### src/rtl/cpu_isa_pkg.sv
// ISA constants shared by fetch and decode stages:
// opcode values and instruction field bit positions.
package cpu_isa_pkg;

    localparam logic [5:0] OP_RTYPE = 6'h00;
    localparam logic [5:0] OP_J     = 6'h02;
    localparam logic [5:0] OP_JAL   = 6'h03;
    localparam logic [5:0] OP_ANDI  = 6'h0C;
    localparam logic [5:0] OP_ORI   = 6'h0D;
    localparam logic [5:0] OP_XORI  = 6'h0E;
    localparam logic [5:0] OP_LUI   = 6'h0F;

    localparam int OPC_LSB   = 26;
    localparam int RA_LSB    = 21;
    localparam int RB_LSB    = 16;
    localparam int WR1_LSB   = 16;
    localparam int WR2_LSB   = 11;
    localparam int SHAMT_LSB = 6;
    localparam int FUNCT_LSB = 0;
    localparam int ADDR_LSB  = 0;
    localparam int IMM_LSB   = 0;

endpackage

### src/rtl/inst_fetch_queue_if.sv
// Push-side handshake between instruction fetch and the queue.
// Fetch drives the master side; the queue is the slave.
interface inst_fetch_queue_if;

    logic        push_valid;
    logic        push_ready;
    logic [31:0] push_inst;

    modport master (
        output push_valid,
        output push_inst,
        input  push_ready
    );

    modport slave (
        input  push_valid,
        input  push_inst,
        output push_ready
    );

endinterface

### src/rtl/inst_field_decode.sv
// Slices an instruction word into fields, extends the immediate
// and flags the class; all outputs read zero when the word is invalid.
module inst_field_decode
    import cpu_isa_pkg::*;
#(
    parameter int IMM_W = 32
) (
    input  logic [31:0]      i_inst,
    input  logic             i_valid,
    output logic [5:0]       o_opcode,
    output logic [4:0]       o_ra,
    output logic [4:0]       o_rb,
    output logic [4:0]       o_wr1,
    output logic [4:0]       o_wr2,
    output logic [4:0]       o_shift_amt,
    output logic [5:0]       o_funct,
    output logic [25:0]      o_address,
    output logic [15:0]      o_imm_raw,
    output logic [IMM_W-1:0] o_imm_ext,
    output logic             o_is_rtype,
    output logic             o_is_jump
);

    logic [31:0]      w_inst;
    logic [5:0]       w_op;
    logic [15:0]      w_imm;
    logic             w_is_logic;
    logic             w_is_lui;
    logic [IMM_W-1:0] w_ext;

    assign w_inst = i_valid ? i_inst : 32'h0;
    assign w_op   = w_inst[OPC_LSB +: 6];
    assign w_imm  = w_inst[IMM_LSB +: 16];

    assign w_is_logic = (w_op == OP_ANDI) || (w_op == OP_ORI) ||
                        (w_op == OP_XORI);
    assign w_is_lui   = (w_op == OP_LUI);

    // Logical immediates zero-extend, LUI loads the upper half.
    always_comb begin
        w_ext = '0;
        unique case (1'b1)
            w_is_logic: w_ext = IMM_W'(w_imm);
            w_is_lui:   w_ext = IMM_W'({w_imm, 16'h0000});
            default:    w_ext = IMM_W'($signed(w_imm));
        endcase
    end

    assign o_opcode    = w_op;
    assign o_ra        = w_inst[RA_LSB +: 5];
    assign o_rb        = w_inst[RB_LSB +: 5];
    assign o_wr1       = w_inst[WR1_LSB +: 5];
    assign o_wr2       = w_inst[WR2_LSB +: 5];
    assign o_shift_amt = w_inst[SHAMT_LSB +: 5];
    assign o_funct     = w_inst[FUNCT_LSB +: 6];
    assign o_address   = w_inst[ADDR_LSB +: 26];
    assign o_imm_raw   = w_imm;
    assign o_imm_ext   = i_valid ? w_ext : '0;
    assign o_is_rtype  = i_valid && (w_op == OP_RTYPE);
    assign o_is_jump   = i_valid && ((w_op == OP_J) || (w_op == OP_JAL));

endmodule

### src/rtl/inst_fetch_queue.sv
// Instruction FIFO between memory and control; lets fetch run ahead
// of execute and presents the decoded head instruction.
module inst_fetch_queue
    import cpu_isa_pkg::*;
#(
    parameter  int DEPTH = 4,
    parameter  int IMM_W = 32,
    localparam int CNT_W = $clog2(DEPTH) + 1
) (
    input  logic               clk,
    input  logic               rst,
    inst_fetch_queue_if.slave  push,
    input  logic               pop,
    input  logic               flush,
    output logic               head_valid,
    output logic [CNT_W-1:0]   count,
    output logic [5:0]         opcode,
    output logic [4:0]         ra,
    output logic [4:0]         rb,
    output logic [4:0]         wr1,
    output logic [4:0]         wr2,
    output logic [4:0]         shift_amt,
    output logic [5:0]         funct,
    output logic [25:0]        address,
    output logic [15:0]        imm_raw,
    output logic [IMM_W-1:0]   imm_ext,
    output logic               is_rtype,
    output logic               is_jump
);

    localparam int PW = $clog2(DEPTH);

    logic [31:0]      r_mem [DEPTH];
    logic [PW-1:0]    r_wr_ptr;
    logic [PW-1:0]    r_rd_ptr;
    logic [CNT_W-1:0] r_count;

    logic w_full;
    logic w_empty;
    logic w_push;
    logic w_pop;

    assign w_full  = (r_count == CNT_W'(DEPTH));
    assign w_empty = (r_count == '0);
    assign w_push  = push.push_valid && !w_full;
    assign w_pop   = pop && !w_empty;

    assign push.push_ready = !w_full;
    assign head_valid      = !w_empty;
    assign count           = r_count;

    always_ff @(posedge clk) begin
        if (rst) begin
            r_wr_ptr <= '0;
            r_rd_ptr <= '0;
            r_count  <= '0;
        end else if (flush) begin
            r_wr_ptr <= '0;
            r_rd_ptr <= '0;
            r_count  <= '0;
        end else begin
            if (w_push)
                r_wr_ptr <= r_wr_ptr + PW'(1);
            if (w_pop)
                r_rd_ptr <= r_rd_ptr + PW'(1);
            if (w_push && !w_pop)
                r_count <= r_count + CNT_W'(1);
            else if (w_pop && !w_push)
                r_count <= r_count - CNT_W'(1);
        end
    end

    // Storage needs no reset; empty entries are masked by head_valid.
    always_ff @(posedge clk) begin
        if (!rst && !flush && w_push)
            r_mem[r_wr_ptr] <= push.push_inst;
    end

    inst_field_decode #(
        .IMM_W (IMM_W)
    ) u_dec (
        .i_inst      (r_mem[r_rd_ptr]),
        .i_valid     (head_valid),
        .o_opcode    (opcode),
        .o_ra        (ra),
        .o_rb        (rb),
        .o_wr1       (wr1),
        .o_wr2       (wr2),
        .o_shift_amt (shift_amt),
        .o_funct     (funct),
        .o_address   (address),
        .o_imm_raw   (imm_raw),
        .o_imm_ext   (imm_ext),
        .o_is_rtype  (is_rtype),
        .o_is_jump   (is_jump)
    );

endmodule
### src/flat_wrapper.sv
// flat-port wrapper written by rule: the top's interface ports become plain ports
module inst_fetch_queue_flat import cpu_isa_pkg::*;
#(
    parameter  int DEPTH = 4,
    parameter  int IMM_W = 32,
    localparam int CNT_W = $clog2(DEPTH) + 1
)
  (clk, rst, pop, flush, head_valid, count, opcode, ra, rb, wr1, wr2, shift_amt, funct, address, imm_raw, imm_ext, is_rtype, is_jump, push_push_valid, push_push_inst, push_push_ready);
  inst_fetch_queue_if push_i ();
  input  logic clk;
  input  logic rst;
  input  logic pop;
  input  logic flush;
  output logic head_valid;
  output logic [CNT_W-1:0] count;
  output logic [5:0] opcode;
  output logic [4:0] ra;
  output logic [4:0] rb;
  output logic [4:0] wr1;
  output logic [4:0] wr2;
  output logic [4:0] shift_amt;
  output logic [5:0] funct;
  output logic [25:0] address;
  output logic [15:0] imm_raw;
  output logic [IMM_W-1:0] imm_ext;
  output logic is_rtype;
  output logic is_jump;
  input wire logic [$bits(push_i.push_valid)-1:0] push_push_valid;
  input wire logic [$bits(push_i.push_inst)-1:0] push_push_inst;
  output wire logic [$bits(push_i.push_ready)-1:0] push_push_ready;
  assign push_i.push_valid = push_push_valid;
  assign push_i.push_inst = push_push_inst;
  assign push_push_ready = push_i.push_ready;
  inst_fetch_queue #(.DEPTH(DEPTH), .IMM_W(IMM_W)) u_core (.clk(clk), .rst(rst), .push(push_i), .pop(pop), .flush(flush), .head_valid(head_valid), .count(count), .opcode(opcode), .ra(ra), .rb(rb), .wr1(wr1), .wr2(wr2), .shift_amt(shift_amt), .funct(funct), .address(address), .imm_raw(imm_raw), .imm_ext(imm_ext), .is_rtype(is_rtype), .is_jump(is_jump));
endmodule
### config.mk
export PLATFORM = sky130hd
export DESIGN_NAME = inst_fetch_queue_flat
export DESIGN_NICKNAME = d
export VERILOG_FILES = /design/src/rtl/cpu_isa_pkg.sv /design/src/rtl/inst_fetch_queue_if.sv /design/src/rtl/inst_field_decode.sv /design/src/rtl/inst_fetch_queue.sv /design/src/flat_wrapper.sv
export SDC_FILE = /design/constraint.sdc
export NUM_CORES = 1
export LEC_CHECK = 0
export ABC_AREA = 1
export BUFFER_PORTS_ARGS = -buffer_cell sky130_fd_sc_hd__buf_2
export CAP_MARGIN = 30
export CORE_MARGIN = 2
export CORE_UTILIZATION = 50
export CTS_CLUSTER_DIAMETER = 60
export DETAILED_ROUTE_END_ITERATION = 16
export GPL_ROUTABILITY_DRIVEN = 0
export PLACE_DENSITY = 0.82
export SETUP_SLACK_MARGIN = 0.02
export SLEW_MARGIN = 5
export SYNTH_ARGS = -nofsm -noshare
export SYNTH_HDL_FRONTEND = slang
export SYNTH_SLANG_ARGS = --single-unit
### constraint.sdc
create_clock -name clk -period 3.6 [get_ports clk]
set_clock_uncertainty 0.2 [all_clocks]
set_input_delay 0.72 -clock clk [delete_from_list [all_inputs] [get_ports clk]]
set_output_delay 0.72 -clock clk [all_outputs]
set_load 0.02 [all_outputs]
Yosys cells after proc, flatten, opt, wreduce, memory -nomap -nowiden
Memory sizes are Yosys's and may differ from the RTL's. A register that Yosys moved wholly into a read port is not among the register bits. Index checks and enable logic that the tools add are counted. W data, S select, Z words.

Reductions and logical operators: 21. Mux-type cells: 9. Add/sub/neg operators: 4. Equality and inequality tests: 7.

Operators by type and width (count): $mux W32 (2); $pmux W32 S2 (1); $eq A6 B4 Y1 const B (4); $eq A6 B2 Y1 const B (2); $logic_and A1 B1 Y1 (8); $logic_not A1 Y1 (6); $logic_not A6 Y1 (1); $mux W3 (2); $add A2 B1 Y2 const B (2); $mux W2 (2); $add A3 B1 Y3 const B (1); $eq A3 B3 Y1 const B (1); $logic_not A3 Y1 (1); $logic_or A1 B1 Y1 (3); $sub A3 B1 Y3 const B (1); $mux W1 (2); $reduce_bool A2 Y1 (1); $reduce_or A2 Y1 (1).

Bits of input ports: 37. Word-level logic and storage cells: 45. Output and inout bits: 118. Register bits after elaboration: 7. Memories kept: 1. Bits in writable memories: 128.

Memory list: u_core.r_mem (depth 4, bits a word 32, rd ports 1, clocked after memory_dff 1, wr ports 1, RTL line inst_fetch_queue.sv:33) `logic [31:0] r_mem [DEPTH];`.

Longest topological paths before layout
Word-level depth: 7. Depth in mapped cells: 12. Gate-level depth less buffers: 11.

Modules after synthesis
Synthesis repeated with hierarchy kept, for this count alone.

Cells, all modules: 573. Area total of the unflattened synthesis: 6356.1 um^2.

Modules (own cells, without submodules): inst_fetch_queue (seq. area each 4023.9 um^2, cells an instance 378, times used 1, area an instance 5283.8 um^2); inst_field_decode (seq. area each 0.0 um^2, cells an instance 195, times used 1, area an instance 1072.3 um^2).

Worst setup path after synthesis
OpenSTA, ideal clock, no wires.

Path type: register -> register. Start point: register u_core.r_count[0], in the netlist u_core.count[0]. End point: memory u_core.r_mem[0][0], enable pin. Required time: 2.979 ns. Buffers on the path: 0. Library setup time: 0.421 ns. Clock period less this slack: 3.164 ns. Stages on the path, launching flop included: 7. Slack: 0.436 ns. Arrival: 2.543 ns. Cells stage by stage: dfxtp_1 > inv_1 > nand3_1 > nand2_1 > inv_1 > nand2_1 > nor2_1.

Longest elaborated chain between the ends: 6.

Ends and longest elaborated chain: start: declaration (RTL line inst_fetch_queue.sv:36) `logic [CNT_W-1:0] r_count;`; start signal: assignment (RTL line inst_fetch_queue.sv:67) `r_count <= r_count + CNT_W'(1);`; start signal: assignment (RTL line inst_fetch_queue.sv:69) `r_count <= r_count - CNT_W'(1);`; $eq A3 B3 Y1 (RTL line inst_fetch_queue.sv:43) `assign w_full = (r_count == CNT_W'(DEPTH));`; $logic_not A1 Y1; named net push_push_ready (RTL line flat_wrapper.sv:30) `output wire logic [$bits(push_i.push_ready)-1:0] push_push_ready;`; $logic_and A1 B1 Y1 (RTL line inst_fetch_queue.sv:45) `assign w_push = push.push_valid && !w_full;`; named net u_core.w_push (RTL line inst_fetch_queue.sv:40) `logic w_push;`; $logic_and A1 B1 Y1 (RTL line inst_fetch_queue.sv:75) `if (!rst && !flush && w_push)`; $mux W1 (RTL line inst_fetch_queue.sv:75); $mux W1 (implied by the code) (RTL line inst_fetch_queue.sv:76) `r_mem[r_wr_ptr] <= push.push_inst;`; end: declaration (RTL line inst_fetch_queue.sv:33).

The timed path passes the listed nets, and every way through them passes these cells.

==> flow_summary_export.csv <==
group,metric,value,unit
drt,vias_per_cell,4.96,
timing,grt_setup_unrepaired,"true",
synthesis,synth_cell_type_count,27,
die,io_pins,155,
timing,hold_viol_final,0,
placement,io_buffers,154,
clocking,cts_hold_buf,0,
synthesis,syn_area,6310,um2
outcome,status,"complete, no violations",
pwr,finalPower,4.22,mW
cells_and_area,syn_to_final_growth,19.7,%
pwr,p_per_area,559,nW/um2
critical_path,critPathRequiredTime,2.68,ns
cells_and_area,layout-drive-gt1-share,29.3,%
critical_path,slowest_delay,0.44,ns
timing,final.setup.tns,0,ns
synthesis,synth_top_family_by_area,"simple AND/OR/NAND/NOR gates",
die,die_h,116,um
synthesis,synth_top_area_share,61.0,%
critical_path,r2r_slack,1.10,ns
timing,tightest_slew,0.499,ns
drt,via_count,4532,
clocking,clock_sinks,137,
synthesis,ys_ff_latch,137,
die,coreArea,12500,um2
drt,drtIter0Drc,259,
synthesis,synth_flop_cell,"edfxtp_1",
clocking,numCtsBuffers,17,
cells_and_area,design_area,7550,um2
synthesis,yosys_warnings,0,
synthesis,synth_adder_area_share,1.31,%
cells_and_area,fin_util,60.6,%
grt,grt_overflow,0,
critical_path,crit_fanout,26,
cells_and_area,final_cells,914,
synthesis,synth.most_common_cell,"edfxtp_1",
synthesis,synth_edf_count,128,
drt,wl_per_cell,14.8,um
synthesis,syn_inst,610,
synthesis,synth_compound_area_share,7.92,%
synthesis,post_synth_xor_area_fraction,0,%
drt,postRouteAntennaNets,0,
pwr,vdd_drop_max,0.338,mV
synthesis,synthArstFlopShare,0,%
cells_and_area,fillers,997,
cells_and_area,fin_nets,768,
die,fp.dieW,116,um
critical_path,r2r_start,"u_core.count[2]",
critical_path,slowest_stage,"dfxtp_4",
synthesis,synth_mux_area_share,0,%
synthesis,synth.area.top_cells,"edfxtp_1, nor2_1, buf_4",
grt,grt_pass1_wl,20.2,mm
hold_path,hold_class,"reg -> reg",
timing,fin_crit,3.37,ns
placement,hpwl,8.82,mm
clocking,clkTransAtPathRegs,0.06,ns
timing,setup_viol,0,
timing,drv_slew,0,
timing,slew_headroom,66.7,%
job,maxCapViolations,0,
grt,grt.total_usage,20.2,%
drt,wl,13.5,mm
synthesis,yosys.area.top_type,"edfxtp_1",
hold_path,hp-start,"u_core.r_rd_ptr[1]",
synthesis,synthTopCellsByCount,"edfxtp_1, nor2_1, nand2_1, o21ai_0, inv_1",
clocking,cts_max_path_buffers,2,
clocking,htree_levels,4,
synthesis,ys_seq_area_share,63.8,%
synthesis,yosys.area_share.simple,15.1,%
die,initial_core_util,50.6,%
die,rows,41,
grt,grt_max_degree,41,
grt,grt_pass1_vias,4008,
critical_path,cp.arrival,2.45,ns
placement,place_area,6930,um2
timing,whs,0.273,ns
critical_path,path_class,"reg -> out",
timing,finalCritPeriodShare,93.6,%
timing,max_freq,297,MHz
critical_path,path_cells,"inv_2, nand2_1, nand3_1, nand2_1, nor2_1, nand2_2, nor3_4, buf_12, nor2_1, buf_2",
synthesis,synth_area_per_cell,10.3,um2
placement,dp.cells,877,
critical_path,worst-path-buf-inv,3,
drt,drt_drc_violations_left,0,
clocking,clockRootBuffer,"clkbuf_16",
grt,antenna_found_initial,5,
timing,fin_ws,0.230,ns
drt,drt-pass1-iter-count,7,
clocking,cts_tree,"built",
critical_path,critPathCaptureType,"primary output",
die,fp.dieArea,13500,um2
synthesis,syn_nets,653,
critical_path,worstSetupStartpointType,"flop",
critical_path,crit_family,"simple AND/OR/NAND/NOR gates",
clocking,clk_latency,0.40,ns
placement,pre_cts_slack,0.287,ns
pwr,leakagePower,3.40,nW
==> metal layers <==
metal | global-route usage [%] | share of wire, % | wire [um] | vias to the layer above
met3 | 6.23 | 9.7 | 1310 | 12
li1 | - | - | - | 2206
met4 | 6.75 | 0.69 | 93 | 2
met5 | 0 | 0.059 | 8 | -
met1 | 24.3 | 39 | 5210 | 2074
met2 | 34.7 | 51 | 6890 | 238
==> state kept, by name, indices dropped and copies added (netlist names), named ones only <==
name             flops
u_core.r_wr_ptr      2
u_core.r_mem       128
u_core.count         3
u_core.r_rd_ptr      2
==> where the power goes <==
group	leakage [nW]	switching [mW]	internal [mW]
Combinational	1.90	0.546	0.227
Sequential	1.23	0.0160	1.77
Clock	0.270	0.639	1.02
==> logic make-up after synthesis <==
logic type / count (synthesis)
flip-flops: 137
adder cells (fa/ha/maj): 6
AND/OR/NAND/NOR: 233
AO/OA/AOI/OAI: 97
buffers and inverters: 137
==> worst min-delay path, cell delays in order (launching register included) <==
cell and delay, ns:
dfxtp_1 0.30, inv_1 0.06, a21oi_1 0.07
==> final cells by class <==
class,count,area [um2],area share (%)
antenna,4,10.0,0.133
inverter,64,240,3.18
clock buffer,19,433,5.73
timing repair buffer,169,916,12.1
sequential,137,4030,53.3
tap,172,215,2.85
clock inverter,13,144,1.91
multi-input combinational,336,1560,20.7
==> what timing repair did <==
item                                    4_1_cts  5_1_grt
pin swaps                                     1        0
resized for setup                             1        2
cloned                                        0        0
buffers inserted                              1        0
endpoints found under the setup margin       31       32
==> path summary, 6_finish.rpt <==
check,end,cells after the start
worst min-delay path,u_core.r_rd_ptr[1],2
worst max-delay path,imm_ext[7],10
worst max register to register,u_core.count[2],11
worst min register to register,u_core.r_rd_ptr[1],2
==> cells in the final DEF, fill, tap and decap left out <==
cell / Yosys / final
clkinv_4: 0 / 2
bufinv_16: 0 / 2
nor2_1: 123 / 119
nand3_1: 13 / 13
o21ai_4: 1 / 1
nor3_1: 1 / 1
nor2_4: 1 / 5
clkbuf_16: 0 / 17
nor3_4: 2 / 2
inv_6: 0 / 3
dfxtp_4: 0 / 1
nor3b_1: 1 / 1
buf_12: 0 / 2
diode_2: 0 / 4
clkinv_2: 0 / 2
o21ai_0: 68 / 68
nor2_2: 1 / 1
nand2_1: 87 / 87
buf_4: 51 / 12
fa_1: 1 / 1
dfxtp_1: 9 / 8
o22ai_1: 2 / 2
buf_8: 0 / 1
inv_1: 61 / 61
clkinvlp_4: 0 / 4
o21ai_1: 6 / 6
inv_2: 3 / 3
ha_1: 5 / 5
buf_2: 9 / 154
nand3_4: 1 / 1
a21oi_1: 20 / 20
edfxtp_1: 128 / 128
clkbuf_1: 6 / 2
nand2_2: 3 / 3
Power figures use the tool's default switching activity.
